<file path="src/rtl/fetch_pkg.sv">
// Shared types for the instruction fetch stage: queue entry layout and pointer sizing.
package fetch_pkg;

  localparam int unsigned FETCH_WIDTH = 32;
  localparam int unsigned FETCH_DEPTH = 4;
  localparam int unsigned PTR_W       = $clog2(FETCH_DEPTH) + 1;

  typedef logic [FETCH_WIDTH-1:0] word_t;
  typedef logic [PTR_W-1:0]       ptr_t;

  typedef struct packed {
    word_t pc;
    word_t instr;
    logic  misaligned;
    logic  filled;
  } fetch_entry_t;

  function automatic logic is_misaligned(input word_t addr);
    return addr[1:0] != 2'b00;
  endfunction

endpackage

</file>
<file path="src/rtl/instr_fetch_if.sv">
// Instruction-memory request/response port plus the decode valid/ready port of the fetch stage.
interface instr_fetch_if #(
  parameter int unsigned WIDTH = 32
);

  logic             imem_req;
  logic [WIDTH-1:0] imem_addr;
  logic             imem_gnt;
  logic             imem_rvalid;
  logic [WIDTH-1:0] imem_rdata;

  logic             if_valid;
  logic             if_ready;
  logic [WIDTH-1:0] if_instr;
  logic [WIDTH-1:0] if_pc;
  logic             if_misaligned;

  modport master (
    output imem_req, imem_addr,
    input  imem_gnt, imem_rvalid, imem_rdata,
    output if_valid, if_instr, if_pc, if_misaligned,
    input  if_ready
  );

  modport slave (
    input  imem_req, imem_addr,
    output imem_gnt, imem_rvalid, imem_rdata,
    input  if_valid, if_instr, if_pc, if_misaligned,
    output if_ready
  );

endinterface

</file>
<file path="src/rtl/fetch_queue.sv">
// In-order fetch queue: entries are allocated on issue, filled by in-order responses
// and popped by decode. Flush collapses all three pointers onto the allocation pointer.
module fetch_queue
  import fetch_pkg::*;
#(
  parameter int unsigned DEPTH = FETCH_DEPTH
) (
  input  logic         clk,
  input  logic         reset_n,
  input  logic         alloc_i,
  input  word_t        alloc_pc_i,
  input  logic         fill_i,
  input  word_t        fill_instr_i,
  input  logic         pop_i,
  input  logic         flush_i,
  output ptr_t         used_o,
  output ptr_t         inflight_o,
  output fetch_entry_t head_o
);

  localparam int unsigned IDX_W = PTR_W - 1;

  ptr_t alloc_q;
  ptr_t fill_q;
  ptr_t head_q;

  logic [DEPTH-1:0] filled_q;
  word_t            pc_q    [DEPTH];
  word_t            instr_q [DEPTH];
  logic [DEPTH-1:0] mis_q;

  logic [IDX_W-1:0] alloc_idx;
  logic [IDX_W-1:0] fill_idx;
  logic [IDX_W-1:0] head_idx;

  assign alloc_idx = alloc_q[IDX_W-1:0];
  assign fill_idx  = fill_q[IDX_W-1:0];
  assign head_idx  = head_q[IDX_W-1:0];

  assign used_o     = alloc_q - head_q;
  assign inflight_o = alloc_q - fill_q;

  always_comb begin
    head_o            = '0;
    head_o.pc         = pc_q[head_idx];
    head_o.instr      = instr_q[head_idx];
    head_o.misaligned = mis_q[head_idx];
    head_o.filled     = filled_q[head_idx];
  end

  // Only control state is reset; payload is qualified by the filled bits.
  always_ff @(posedge clk or negedge reset_n) begin
    if (!reset_n) begin
      alloc_q  <= '0;
      fill_q   <= '0;
      head_q   <= '0;
      filled_q <= '0;
    end else if (flush_i) begin
      fill_q <= alloc_q;
      head_q <= alloc_q;
    end else begin
      if (alloc_i) begin
        alloc_q             <= alloc_q + ptr_t'(1);
        filled_q[alloc_idx] <= 1'b0;
      end
      if (fill_i) begin
        fill_q             <= fill_q + ptr_t'(1);
        filled_q[fill_idx] <= 1'b1;
      end
      if (pop_i) begin
        head_q <= head_q + ptr_t'(1);
      end
    end
  end

  always_ff @(posedge clk) begin
    if (alloc_i && !flush_i) begin
      pc_q[alloc_idx]  <= alloc_pc_i;
      mis_q[alloc_idx] <= is_misaligned(alloc_pc_i);
    end
    if (fill_i && !flush_i) begin
      instr_q[fill_idx] <= fill_instr_i;
    end
  end

endmodule

</file>
<file path="src/rtl/instr_fetch.sv">
// Fetch stage top: issues the PC to instruction memory, tracks stale responses
// after a branch flush and presents queued instructions to decode.
module instr_fetch
  import fetch_pkg::*;
#(
  parameter int unsigned WIDTH = FETCH_WIDTH,
  parameter int unsigned DEPTH = FETCH_DEPTH
) (
  input  logic             clk,
  input  logic             reset_n,
  input  logic [WIDTH-1:0] pc,
  output logic             pc_stall,
  input  logic             flush,
  instr_fetch_if.master    fbus
);

  ptr_t         used;
  ptr_t         inflight;
  fetch_entry_t head;
  logic         below_full;
  logic         fire;
  logic         fill;
  logic         pop;

  ptr_t         drop_cnt_q;
  ptr_t         drop_cnt_d;
  word_t        instr_hold_q;
  word_t        pc_hold_q;
  logic         mis_hold_q;

  assign below_full     = used < ptr_t'(DEPTH);
  assign fbus.imem_req  = !flush && below_full;
  assign fbus.imem_addr = pc;
  assign fire           = fbus.imem_req && fbus.imem_gnt;
  assign pc_stall       = !fire && !flush;

  // Responses owed to flushed fetches are consumed before any new fill.
  assign fill = fbus.imem_rvalid && !flush && (drop_cnt_q == '0);

  assign fbus.if_valid = !flush && (used != '0) && head.filled;
  assign pop           = fbus.if_valid && fbus.if_ready;

  fetch_queue #(
    .DEPTH (DEPTH)
  ) u_queue (
    .clk          (clk),
    .reset_n      (reset_n),
    .alloc_i      (fire),
    .alloc_pc_i   (pc),
    .fill_i       (fill),
    .fill_instr_i (fbus.imem_rdata),
    .pop_i        (pop),
    .flush_i      (flush),
    .used_o       (used),
    .inflight_o   (inflight),
    .head_o       (head)
  );

  always_comb begin
    drop_cnt_d = drop_cnt_q;
    if (flush) begin
      drop_cnt_d = drop_cnt_q + inflight - ptr_t'(fbus.imem_rvalid);
    end else if (fbus.imem_rvalid && (drop_cnt_q != '0)) begin
      drop_cnt_d = drop_cnt_q - ptr_t'(1);
    end
  end

  // Decode outputs track the head entry while valid and otherwise hold the last shown word.
  assign fbus.if_instr      = fbus.if_valid ? head.instr      : instr_hold_q;
  assign fbus.if_pc         = fbus.if_valid ? head.pc         : pc_hold_q;
  assign fbus.if_misaligned = fbus.if_valid ? head.misaligned : mis_hold_q;

  always_ff @(posedge clk or negedge reset_n) begin
    if (!reset_n) begin
      drop_cnt_q   <= '0;
      instr_hold_q <= '0;
      pc_hold_q    <= '0;
      mis_hold_q   <= 1'b0;
    end else begin
      drop_cnt_q   <= drop_cnt_d;
      instr_hold_q <= fbus.if_instr;
      pc_hold_q    <= fbus.if_pc;
      mis_hold_q   <= fbus.if_misaligned;
    end
  end

endmodule

</file>
<file path="src/flat_wrapper.sv">
// flat-port wrapper written by rule: the top's interface ports become plain ports
module instr_fetch_flat import fetch_pkg::*;
#(
  parameter int unsigned WIDTH = FETCH_WIDTH,
  parameter int unsigned DEPTH = FETCH_DEPTH
)
  (clk, reset_n, pc, pc_stall, flush, fbus_imem_req, fbus_imem_addr, fbus_imem_gnt, fbus_imem_rvalid, fbus_imem_rdata, fbus_if_valid, fbus_if_instr, fbus_if_pc, fbus_if_misaligned, fbus_if_ready);
  instr_fetch_if #(.WIDTH(WIDTH)) fbus_i ();
  input  logic clk;
  input  logic reset_n;
  input  logic [WIDTH-1:0] pc;
  output logic pc_stall;
  input  logic flush;
  output wire logic [$bits(fbus_i.imem_req)-1:0] fbus_imem_req;
  output wire logic [$bits(fbus_i.imem_addr)-1:0] fbus_imem_addr;
  input wire logic [$bits(fbus_i.imem_gnt)-1:0] fbus_imem_gnt;
  input wire logic [$bits(fbus_i.imem_rvalid)-1:0] fbus_imem_rvalid;
  input wire logic [$bits(fbus_i.imem_rdata)-1:0] fbus_imem_rdata;
  output wire logic [$bits(fbus_i.if_valid)-1:0] fbus_if_valid;
  output wire logic [$bits(fbus_i.if_instr)-1:0] fbus_if_instr;
  output wire logic [$bits(fbus_i.if_pc)-1:0] fbus_if_pc;
  output wire logic [$bits(fbus_i.if_misaligned)-1:0] fbus_if_misaligned;
  input wire logic [$bits(fbus_i.if_ready)-1:0] fbus_if_ready;
  assign fbus_imem_req = fbus_i.imem_req;
  assign fbus_imem_addr = fbus_i.imem_addr;
  assign fbus_i.imem_gnt = fbus_imem_gnt;
  assign fbus_i.imem_rvalid = fbus_imem_rvalid;
  assign fbus_i.imem_rdata = fbus_imem_rdata;
  assign fbus_if_valid = fbus_i.if_valid;
  assign fbus_if_instr = fbus_i.if_instr;
  assign fbus_if_pc = fbus_i.if_pc;
  assign fbus_if_misaligned = fbus_i.if_misaligned;
  assign fbus_i.if_ready = fbus_if_ready;
  instr_fetch #(.WIDTH(WIDTH), .DEPTH(DEPTH)) u_core (.clk(clk), .reset_n(reset_n), .pc(pc), .pc_stall(pc_stall), .flush(flush), .fbus(fbus_i));
endmodule
</file>
<file path="config.mk">
export PLATFORM = sky130hd
export DESIGN_NAME = instr_fetch_flat
export DESIGN_NICKNAME = d
export VERILOG_FILES = /design/src/rtl/fetch_pkg.sv /design/src/rtl/instr_fetch_if.sv /design/src/rtl/fetch_queue.sv /design/src/rtl/instr_fetch.sv /design/src/flat_wrapper.sv
export SDC_FILE = /design/constraint.sdc
export NUM_CORES = 1
export LEC_CHECK = 0
export CAP_MARGIN = 30
export CORE_AREA = 2 2 263 135
export DETAILED_ROUTE_END_ITERATION = 16
export DIE_AREA = 0 0 265 137
export GPL_ROUTABILITY_DRIVEN = 0
export PLACE_DENSITY_LB_ADDON = 0.25
export SYNTH_ARGS = -nofsm -noshare
export SYNTH_HDL_FRONTEND = slang
export SYNTH_SLANG_ARGS = --single-unit
</file>
<file path="constraint.sdc">
create_clock -name clk -period 5.2 [get_ports clk]
set_clock_uncertainty 0.15 [all_clocks]
set_input_delay 1.56 -clock clk [delete_from_list [all_inputs] [get_ports clk]]
set_output_delay 1.56 -clock clk [all_outputs]
set_load 0.01 [all_outputs]
</file>
### After elaboration in Yosys (flattened, before gate mapping)

Memories as Yosys holds them, arrays and structs flattened.
Index checks and enable logic that the tools add are counted.

* memories kept: 2
* memory bits (writable): 256
* register bits after elaboration: 85
* word-level logic and storage cells: 77
* input port bits: 70

* magnitude comparators: 6
* $add $sub $neg: 8
* bitwise logic cells: 4
* reduce and logical (&&, ||, !) cells: 23
* mux-type cells: 25

Memories
* u_core.u_queue.instr_q: words 4, width 32, rd ports 1, clocked after memory_dff 0, wr ports 1, line fetch_queue.sv:29 `word_t instr_q [DEPTH];`
* u_core.u_queue.pc_q: words 4, width 32, rd ports 1, clocked after memory_dff 0, wr ports 1, line fetch_queue.sv:28 `word_t pc_q [DEPTH];`

Operators by type and width (number)
* $mux W32: 2
* $mux W3: 6
* $logic_and A1 B1 Y1: 13
* $mux W4: 3
* $add A3 B1 Y3 const B: 3
* $lt A2 B3 Y1 const B: 3
* $mux W1: 9
* $reduce_bool A2 Y1: 4
* $reduce_bool A3 Y1: 2
* $sub A3 B3 Y3: 2
* $and A4 B4 Y4: 1
* $bmux W1 S2: 2
* $bwmux W4: 1
* $demux W1 S2: 2
* $ge A2 B1 Y1 const B: 2
* $not A4 Y4: 1
* $or A4 B4 Y4: 1
* $add A3 B3 Y3: 1
* $logic_not A3 Y1: 1
* $lt A3 B3 Y1 const B: 1
* $sub A3 B1 Y3: 1
* $sub A3 B1 Y3 const B: 1
* $logic_not A1 Y1: 2
* $reduce_and A2 Y1: 1
* $not A1 Y1: 1

### Depth between registers and ports, before layout

* depth in word-level cells: 10
* mapped depth: 11
* gate-level depth less buffers: 11

### By module

From an unflattened synthesis, not the netlist that was laid out.

* cells, all modules: 624
* area, all modules: 13300.3 µm²

Modules (own cells, without submodules)
* fetch_queue: cells an instance 417, instances 1, area an instance 10292.4 µm², seq. area each 8132.8 µm²
* instr_fetch: cells an instance 207, instances 1, area an instance 3007.9 µm², seq. area each 1701.6 µm²

### Worst setup path before layout

Ideal clock, no wire load.

* path type: input port to flip-flop
* from: input flush
* to: memory u_core.u_queue.instr_q[3][0] (netlist name), enable pin
* path buffers: 1
* cell stages on the path: 2
* slack: 534 ps
* required time: 4587 ps
* arrival time: 4053 ps
* cells stage by stage: clkbuf_1 nor3_1

* word-level cells in the longest chain between the ends: 6

Ends and longest elaborated chain
* start, declared: line flat_wrapper.sv:13 `input logic flush;`
* $logic_not A1 Y1 *: line fetch_queue.sv:81, instr_fetch.sv:38
* $logic_and A1 B1 Y1 (2 in a row): line instr_fetch.sv:38 `assign fill = fbus.imem_rvalid && !flush && (drop_cnt_q == '0);`
* $logic_and A1 B1 Y1 *: line fetch_queue.sv:81 `if (fill_i && !flush_i) begin`
* $mux W1 *: line fetch_queue.sv:81
* $mux W1 (not written as such) *: line fetch_queue.sv:82 `instr_q[fill_idx] <= fill_instr_i;`
* end, declared: line fetch_queue.sv:29

Every way passes the cells marked *; elsewhere a longest branch is shown, timed or not.

### Worst setup path after layout

* from: input flush
* to: output fbus_if_instr[22]

* word-level cells in the longest chain between the ends: 4

Ends and longest elaborated chain
* $logic_not A1 Y1: line instr_fetch.sv:40 `assign fbus.if_valid = !flush && (used != '0) && head.filled;`
* $logic_and A1 B1 Y1 (2 in a row): line instr_fetch.sv:40
* $mux W32: line instr_fetch.sv:69 `assign fbus.if_instr = fbus.if_valid ? head.instr : instr_hold_q;`
* end, declared: line flat_wrapper.sv:20 `output wire logic [$bits(fbus_i.if_instr)-1:0] fbus_if_instr;`

Every way passes these cells.

==> impl_metrics.json <==
{
  "status": "completed",
  "utilization": 0.491,
  "worst_pin_slew_ps": 643,
  "ir_drop_uv": 290,
  "cp_max_fo": 16,
  "syn_area_um2": 13400,
  "die_area_um2": 36300,
  "die_w_um": 265,
  "setup_ws_ps": 43.2,
  "wl_per_cell_um": 20.2,
  "drt-vias-per-instance": 4.90,
  "crit_path_start_kind": "primary input",
  "cts_tree": "yes",
  "period_needed_ps": 5160,
  "dieHeight_um": 137,
  "synthTopCellsByCount": "260 x edfxtp_1, 81 x dfrtp_1, 66 x mux4_2, 40 x mux2_4, 32 x buf_4",
  "fin_tns_setup_ps": 0,
  "drv_slew": 0,
  "start_util": 0.395,
  "reg2reg_slack_ps": 2010,
  "powerDensity_nw_per_um2": 547,
  "ys.flop_type": "edfxtp_1",
  "reg2reg_from": "u_core.u_queue.alloc_q[2]",
  "setup_viol": 0,
  "rsz0062_at_grt": "yes",
  "grt_pass1_vias": 6592,
  "synth_fp_nets": 731,
  "final_cell_area_um2": 16700,
  "crit_family": "buffers and inverters",
  "drive_gt1_frac": 0.267,
  "clock-sinks": 341,
  "path_buf_inv": 6,
  "n_antenna_cell": 0,
  "yosys_warnings": 0,
  "seq_area_frac_synth": 0.732,
  "synth_edf_count": 260,
  "path_cells": "clkdlybuf4s50_1 -> clkinv_1 -> nand2_1 -> nor3_4 -> buf_12 -> buf_12 -> buf_12 -> mux2_2 -> dlygate4sd2_1",
  "gr-total-overflow": 0,
  "cts_buffers": 30,
  "yosysMostFrequentCell": "edfxtp_1",
  "grt_pass1_wl_um": 40400,
  "fin_crit_sh": 0.992,
  "place_area_um2": 15600,
  "slowest_stage": "clkdlybuf4s50_1",
  "drtIter0Drc": 510,
  "ctsHtreeMaxLevel": 1,
  "synthCells": 643,
  "fp-row-count": 48,
  "maxCapViolCount": 0,
  "ys_ff_latch": 341,
  "r2r_end": "u_core.u_queue.pc_q[1][6]",
  "routed-via-count": 6361,
  "hold_viol_final": 0,
  "critPathCapture": "fbus_if_instr[22]",
  "final_nets": 913,
  "path_class": "in -> out",
  "fmax_mhz": 194,
  "worstRegToRegCells": 6,
  "io_buffers": 169,
  "synth_cell_type_count": 44,
  "worstPathArrival_ps": 3450,
  "clockBufferDepth": 3,
  "clock_tree.root_cell": "clkbuf_16",
  "postRouteAntennaNets": 0,
  "finalPower_mw": 9.13,
  "hold_path.class": "reg -> reg",
  "path_depth": 9,
  "crit_start": "flush",
  "cts.clk_slew.worst_paths_ps": 60,
  "grt.total_usage": 0.147,
  "postSynthAreaPerCell_um2": 20.9,
  "synth.area.top_cells": "edfxtp_1 58%, dfrtp_1 15%, mux4_2 11%",
  "antenna_found_initial": 0,
  "cpMostUsedCell": "buf_12",
  "boundaryPins": 170,
  "leakage_nw": 6.12,
  "syn_to_final_growth_pct": 24.3,
  "synth_area_leader_cell": "edfxtp_1",
  "clock_latency_ps": 560,
  "critPathCaptureType": "primary output",
  "core-area_um2": 34000,
  "required_ps": 3490,
  "ctsHoldBuffers": 0,
  "synth_top_area_frac": 0.581,
  "totalWireLength_um": 26300,
  "synthArstFlopShare": 0.238,
  "slew-limit-headroom": 0.571,
  "critPathMaxStageDelay_ps": 430,
  "hpwlAfterDp_um": 16400,
  "route.detailed.drc": 0,
  "drtPass1Iterations": 5,
  "place_ws_ps": -73.2,
  "grt_start_max_net_pins": 69
}
==> kinds of logic after synthesis <==
group / after synthesis / share of synthesized area
flops: 341 / 0.732
mux: 136 / 0.180
buf+inv: 77 / 0.0340
fa+ha+maj: 18 / 0.0190
simple gates: 34 / 0.0141
compound gates: 26 / 0.0139
xor+xnor: 11 / 0.00717
==> through the flow <==
stage               hold WS (ps)  instances
global placement             322       1234
global route                 351       1299
floorplan                    299        643
CTS                          330       1291
detailed placement           317       1234
finish                       329       1299
==> worst min-delay path by stage <==
stage / start / to / slack (ps) / cells after the start
floorplan: u_core.drop_cnt_q[2] / u_core.drop_cnt_q[2] / 300 / 1
global placement: u_core.drop_cnt_q[2] / u_core.drop_cnt_q[2] / 320 / 1
detailed placement: u_core.drop_cnt_q[2] / u_core.drop_cnt_q[2] / 320 / 1
CTS: u_core.drop_cnt_q[2] / u_core.drop_cnt_q[2] / 330 / 1
global route: u_core.pc_hold_q[25] / u_core.pc_hold_q[25] / 350 / 1
finish: u_core.drop_cnt_q[2] / u_core.drop_cnt_q[2] / 330 / 1
==> flip-flops by register name (all words and copies together) (netlist names), 3 cells and up <==
| signal | count |
|---|---|
| u_core.u_queue.fill_q | 3 |
| u_core.u_queue.instr_q | 128 |
| u_core.instr_hold_q | 32 |
| u_core.u_queue.filled_q | 4 |
| u_core.pc_hold_q | 32 |
| u_core.u_queue.alloc_q | 3 |
| u_core.u_queue.head_q | 3 |
| u_core.u_queue.mis_q | 4 |
| u_core.drop_cnt_q | 3 |
| u_core.u_queue.pc_q | 128 |
==> where the power goes <==
part | internal (mW) | switching, mW | leakage (nW) | total (mW)
Clock | 1.29 | 0.958 | 0.479 | 2.24
Sequential | 3.42 | 0.155 | 3.31 | 3.58
Combinational | 1.79 | 1.53 | 2.33 | 3.31
Total | 6.49 | 2.64 | 6.12 | 9.13
==> layer usage <==
layer  vias to the layer above  track usage  part of all wire  wire, um
li1                       2884            -                 -         -
met1                      3304        0.232              0.51     13500
met2                       144        0.210              0.43     11200
met3                        29       0.0331             0.049      1300
met4                         0       0.0257             0.013       331
met5                         -            0                 0         0
==> area by class of cell <==
cell class / count / area [um^2]
clock buffers: 45 / 858
clock inverters: 11 / 129
fillers: 2821 / 17300
inverters: 21 / 78.8
multi-input cells: 225 / 3170
flip-flops and latches: 341 / 9840
well taps: 450 / 563
repair buffers: 206 / 2060
==> cell usage in the layout, fill, tap and decap left out, types with 3 or more instances in the layout <==
master	count
edfxtp_1	260
clkdlybuf4s50_1	105
dfrtp_1	79
mux4_2	66
dlygate4sd2_1	45
mux2_4	40
clkbuf_16	31
buf_4	30
mux2_2	29
dlymetal6s2s_1	18
inv_1	16
ha_1	14
clkbuf_1	11
nand2_1	10
xnor2_1	9
clkinv_1	8
o21ai_0	6
a21oi_1	5
buf_12	5
nor2_1	4
a31oi_1	4
fa_1	4
clkinv_2	4
and2_2	3
clkbuf_8	3
bufinv_16	3
==> timing repair <==
| item | in CTS | in global routing |
|---|---|---|
| endpoints found under the hold margin | 0 | 0 |
| resized for setup | 46 | 20 |
| buffers inserted | 1 | 7 |
| setup endpoints to repair | 61 | 19 |
Power figures use the tool's default switching activity.
